**src/rtl/gmii_tx_sched.sv**
```systemverilog
// gmii_tx_sched: round-robin GMII TX scheduler with preamble/SFD insertion and inter-frame gap.
// Define GMII_TX_SCHED_UNDERRUN_ERR_EN to assert TX_ERR on underrun cycles.
module gmii_tx_sched #(
  parameter int N_REQ     = 2,
  parameter int IFG_BYTES = 12
) (
  input  logic                     CLK,
  input  logic                     RST,
  input  logic [N_REQ-1:0]         req_valid,
  input  logic [8*N_REQ-1:0]       req_data,
  input  logic [N_REQ-1:0]         req_last,
  output logic [N_REQ-1:0]         req_ready,
  output logic [7:0]               TX_D,
  output logic                     TX_EN,
  output logic                     TX_ERR,
  output logic [$clog2(N_REQ)-1:0] grant_id,
  output logic                     busy,
  output logic                     frame_done
);
  localparam int GW = $clog2(N_REQ);
  typedef enum logic [2:0] {IDLE, PRE, SFD, DATA, IFG} state_t;
  state_t r_state, w_state_nxt;
  logic [2:0]    r_pre_cnt;
  logic [5:0]    r_ifg_cnt;
  logic [GW-1:0] r_rr, r_grant, w_win, w_idx, w_rr_nxt;
  logic          w_any, w_arb, w_xfer, w_valid, w_last, w_hs;
  logic [7:0]    w_data, r_tx_d;
  logic          r_tx_en, r_frame_done;

  // Scan downward so the index closest to rr is written last and wins.
  always_comb begin
    w_win = '0;
    w_idx = '0;
    w_any = 1'b0;
    for (int i = N_REQ - 1; i >= 0; i--) begin
      w_idx = GW'((int'(r_rr) + i) % N_REQ);
      if (req_valid[w_idx]) begin
        w_win = w_idx;
        w_any = 1'b1;
      end
    end
  end

  assign w_rr_nxt = (w_win == GW'(N_REQ - 1)) ? '0 : w_win + 1'b1;
  assign w_xfer   = (r_state == SFD) || (r_state == DATA);
  assign w_valid  = req_valid[r_grant];
  assign w_last   = req_last[r_grant];
  assign w_data   = req_data[8*r_grant +: 8];
  assign w_hs     = w_xfer && w_valid;
  assign w_arb    = (r_state == IDLE) || (r_state == IFG && r_ifg_cnt == 6'(IFG_BYTES));

  always_comb begin
    w_state_nxt = r_state;
    case (r_state)
      IDLE:      w_state_nxt = w_any ? PRE : IDLE;
      PRE:       w_state_nxt = (r_pre_cnt == 3'd6) ? SFD : PRE;
      SFD, DATA: w_state_nxt = (w_hs && w_last) ? IFG : DATA;
      IFG:       w_state_nxt = w_arb ? (w_any ? PRE : IDLE) : IFG;
      default:   w_state_nxt = IDLE;
    endcase
  end

  always_ff @(posedge CLK) begin
    if (!RST) begin
      r_state      <= IDLE;
      r_pre_cnt    <= '0;
      r_ifg_cnt    <= '0;
      r_rr         <= '0;
      r_grant      <= '0;
      r_tx_d       <= '0;
      r_tx_en      <= 1'b0;
      r_frame_done <= 1'b0;
    end else begin
      r_state      <= w_state_nxt;
      r_pre_cnt    <= (r_state == PRE) ? r_pre_cnt + 3'd1 : 3'd0;
      r_ifg_cnt    <= (r_state == IFG) ? r_ifg_cnt + 6'd1 : 6'd0;
      r_frame_done <= w_hs && w_last;
      r_tx_en      <= w_xfer || r_state == PRE || w_state_nxt == PRE;
      // An empty source mid-frame still keeps TX_EN high, sending 0x00 filler.
      r_tx_d       <= w_hs ? w_data : (w_state_nxt == SFD) ? 8'hD5 : (w_state_nxt == PRE) ? 8'h55 : 8'h00;
      if (w_arb && w_any) begin
        r_grant <= w_win;
        r_rr    <= w_rr_nxt;
      end
    end
  end

`ifdef GMII_TX_SCHED_UNDERRUN_ERR_EN
  logic r_tx_err;
  always_ff @(posedge CLK) begin
    if (!RST) r_tx_err <= 1'b0;
    else      r_tx_err <= w_xfer && !w_valid;
  end
  assign TX_ERR = r_tx_err;
`else
  assign TX_ERR = 1'b0;
`endif

  assign req_ready  = w_xfer ? N_REQ'(1) << r_grant : '0;
  assign TX_D       = r_tx_d;
  assign TX_EN      = r_tx_en;
  assign grant_id   = r_grant;
  assign busy       = r_state != IDLE;
  assign frame_done = r_frame_done;
endmodule

```
**config.mk**
```make
export PLATFORM = sky130hd
export DESIGN_NAME = gmii_tx_sched
export DESIGN_NICKNAME = d
export VERILOG_FILES = /design/src/rtl/gmii_tx_sched.sv
export SDC_FILE = /design/constraint.sdc
export NUM_CORES = 1
export LEC_CHECK = 0
export ABC_AREA = 1
export CORE_UTILIZATION = 47
export DETAILED_ROUTE_END_ITERATION = 8
export PLACE_DENSITY = 0.91
export REMOVE_ABC_BUFFERS = 1
export SLEW_MARGIN = 20
export SYNTH_ARGS = -nofsm -noshare
export SYNTH_HDL_FRONTEND = slang
export SYNTH_SLANG_ARGS = --single-unit
```
**constraint.sdc**
```tcl
create_clock -name CLK -period 3.6 [get_ports CLK]
set_input_delay 0.54 -clock CLK [delete_from_list [all_inputs] [get_ports CLK]]
set_output_delay 0.54 -clock CLK [all_outputs]
set_load 0.03 [all_outputs]
```
==> impl_metrics.json <==
{
  "outcome": "finished, violations left",
  "violations": "design-rule violations",
  "start_util_pct": 49.7,
  "clock-sinks": 24,
  "leakagePower_uw": 0.000653,
  "cp.arrival_ns": 1.90,
  "min_period_ns": 2.44,
  "critPathCaptureType": "output port",
  "synth_mux_area_share_pct": 0.918,
  "core-area_mm2": 0.00219,
  "antenna_found_initial": 0,
  "cp_max_fo": 14,
  "synth.distinct_cells": 27,
  "rsz0062_at_grt": "false",
  "diodes": 0,
  "drt_iter0_drc": 34,
  "powerDensity_mw_per_mm2": 344,
  "fin_skew_ns": 0.00315,
  "slew_viol_final": 0,
  "fp.dieArea_mm2": 0.00252,
  "track_usage_pct": 19.9,
  "postCtsSetupRepairBufs": 0,
  "peakVddDrop_uv": 243,
  "dpl.hpwl_um": 1930,
  "wl_per_cell_um": 11.3,
  "gp_congestion": 0.822,
  "area_growth_pct": 37.1,
  "routed_via_density": 4.90,
  "clockBufferDepth": 2,
  "fmax_mhz": 410,
  "async_flop_share_pct": 0,
  "grt_first_pass_wirelength_um": 3780,
  "rr_startpoint": "grant_id$_SDFFE_PN0N_",
  "drt-total-wl_um": 2400,
  "ys_ff_latch": 24,
  "grt_max_degree": 15,
  "cts_tree": "done",
  "hold_buffers": 0,
  "dp.cells": 208,
  "die-height_um": 50.2,
  "setup_violations": 0,
  "syn_inst": 148,
  "grt_pass1_vias": 935,
  "yosysWarnings": 0,
  "rows": 17,
  "path_clk_slew_ns": 0.12,
  "required_ns": 3.06,
  "clk_latency_ns": 0.31,
  "fin_crit_sh_pct": 67.7,
  "hold_slack_ns": 0.459,
  "dr.pass1.iters": 6,
  "drc": 2,
  "netlist_area_mm2": 0.00109,
  "ff2ff_path_depth": 10,
  "ios": 37,
  "drive_above_1_share_pct": 8.15,
  "hold_start": "r_pre_cnt[0]$_SDFF_PN0_",
  "fillCellCount": 174,
  "startpoint_type": "flip-flop",
  "synth-adder-area-share_pct": 4.59,
  "hp-class": "reg2reg",
  "worstHoldPathCells": 1,
  "worst-r2r-setup-slack_ns": 2.03,
  "tns_ns": 0,
  "crit_start": "grant_id$_SDFFE_PN0N_",
  "nNetsFinal": 211,
  "worstReg2RegEnd": "TX_D[0]$_SDFF_PN0_",
  "ant_nets": 0,
  "worstMarginPinSlew_ns": 0.527,
  "hold_end": "r_pre_cnt[0]$_SDFF_PN0_",
  "htreeDepth": 1,
  "grt_overflow": 0,
  "hold_viol_final": 0,
  "layoutNonFillerInstCount": 212,
  "cap_violations": 0,
  "die_w_um": 50.2,
  "maxSlewHeadroom_pct": 64.8,
  "ys_seq_area_share_pct": 44.1,
  "vias": 1038,
  "synth_compound_area_share_pct": 7.35,
  "synth_ff_type": "dfxtp_1",
  "synth_xor_area_share_pct": 1.61,
  "critical_path_class": "reg2out",
  "cts_buffers": 3,
  "syn_avg_cell_area_um2": 7.36,
  "cts-resized-gates": 0,
  "io_buffers": 35,
  "synthSimpleGateAreaFrac_pct": 33.3,
  "cts-root-buf": "clkbuf_4",
  "synth_top_family_by_area": "simple AND/OR/NAND/NOR gates",
  "synth_edf_count": 0
}
[cell families (layout without fill, tap and decap cells)]
| kind of cell | after synthesis | count (layout) |
|---|---|---|
| compound gates | 14 | 14 |
| buf+inv | 20 | 56 |
| flops | 24 | 24 |
| simple gates | 82 | 82 |
| fa+ha+maj | 4 | 4 |
| xor+xnor | 2 | 2 |
| other cells | 1 | 1 |
| mux | 1 | 1 |
[layout by cell type, fill, tap and decap left out, types with 2 or more instances in the layout]
cell and instances:
clkdlybuf4s50_1 35, nor2_1 15, xnor2_1 2, nand2_2 3
clkbuf_4 3, ha_1 4, o211ai_1 2, a21oi_1 9
nand2_1 48, nand3_1 9, inv_1 14, dfxtp_1 24
[per-layer routing]
metal / up-vias / wire length [um] / part of all wire (%) / global-route usage (%)
met5: - / 0 / 0 / 0
met4: 0 / 62 / 2.6 / 11.4
met3: 6 / 100 / 4.2 / 2.12
met2: 29 / 1220 / 51 / 35.1
met1: 469 / 1020 / 43 / 22.9
li1: 534 / - / - / -
[final cells by class]
| type | count | area [um^2] | area share (%) |
|---|---|---|---|
| clock buffer | 4 | 36.3 | 2.43 |
| inverter | 17 | 67.6 | 4.52 |
| multi-input combinational | 104 | 524 | 35.1 |
| sequential | 24 | 480 | 32.2 |
| tap | 28 | 35.0 | 2.35 |
| timing repair buffer | 35 | 350 | 23.5 |
[how the worst max path moves through the flow]
stage | depth (start not counted) | slack (ns) | to
finish | 3 | 1.16 | req_ready[1]
global route | 3 | 1.06 | req_ready[1]
CTS | 3 | 1.18 | req_ready[1]
detailed placement | 3 | 1.53 | req_ready[1]
global placement | 3 | 1.57 | req_ready[1]
floorplan | 2 | 1.78 | req_ready[1]
[synthesized netlist by cell type, types with 2 or more instances]
| cell type | instances | share of area, % |
|---|---|---|
| nand2_1 | 48 | 17 |
| nand2_2 | 3 | 1.7 |
| buf_2 | 2 | 0.92 |
| dfxtp_1 | 24 | 44 |
| nand3_1 | 9 | 4.1 |
| xnor2_1 | 2 | 1.6 |
| ha_1 | 4 | 4.6 |
| inv_1 | 14 | 4.8 |
| a21oi_1 | 9 | 4.1 |
| nor2_1 | 15 | 5.2 |
| o211ai_1 | 2 | 1.4 |
[power breakdown]
group | total (uW) | internal [uW] | switching (uW)
clock | 138 | 61.8 | 76.2
sequential | 283 | 275 | 7.90
combinational | 93.3 | 45.0 | 48.4
[metrics by stage]
stage	setup slack [ns]	utilization [%]	power, uW	area, um^2
after floorplan	1.78	-	336	1070
after global placement	1.57	66.5	380	1460
after detailed placement	1.53	66.5	382	1460
after CTS	1.18	68.2	518	1490
after global routing	1.06	68.2	535	1490
final	1.16	68.2	515	1490
[critical path, stage by stage, from the launching register on]
cell	delay, ns
dfxtp_1	0.68
inv_4	0.12
nor2_1	0.12
clkdlybuf4s50_1	0.67
[flip-flops by register name, indices dropped and copies added, names as in the netlist]
name,flops
r_pre_cnt,3
TX_EN,1
r_state,3
frame_done,1
r_rr,1
TX_D,8
r_ifg_cnt,6
grant_id,1
Note: power is estimated with default switching activity, not from simulation.
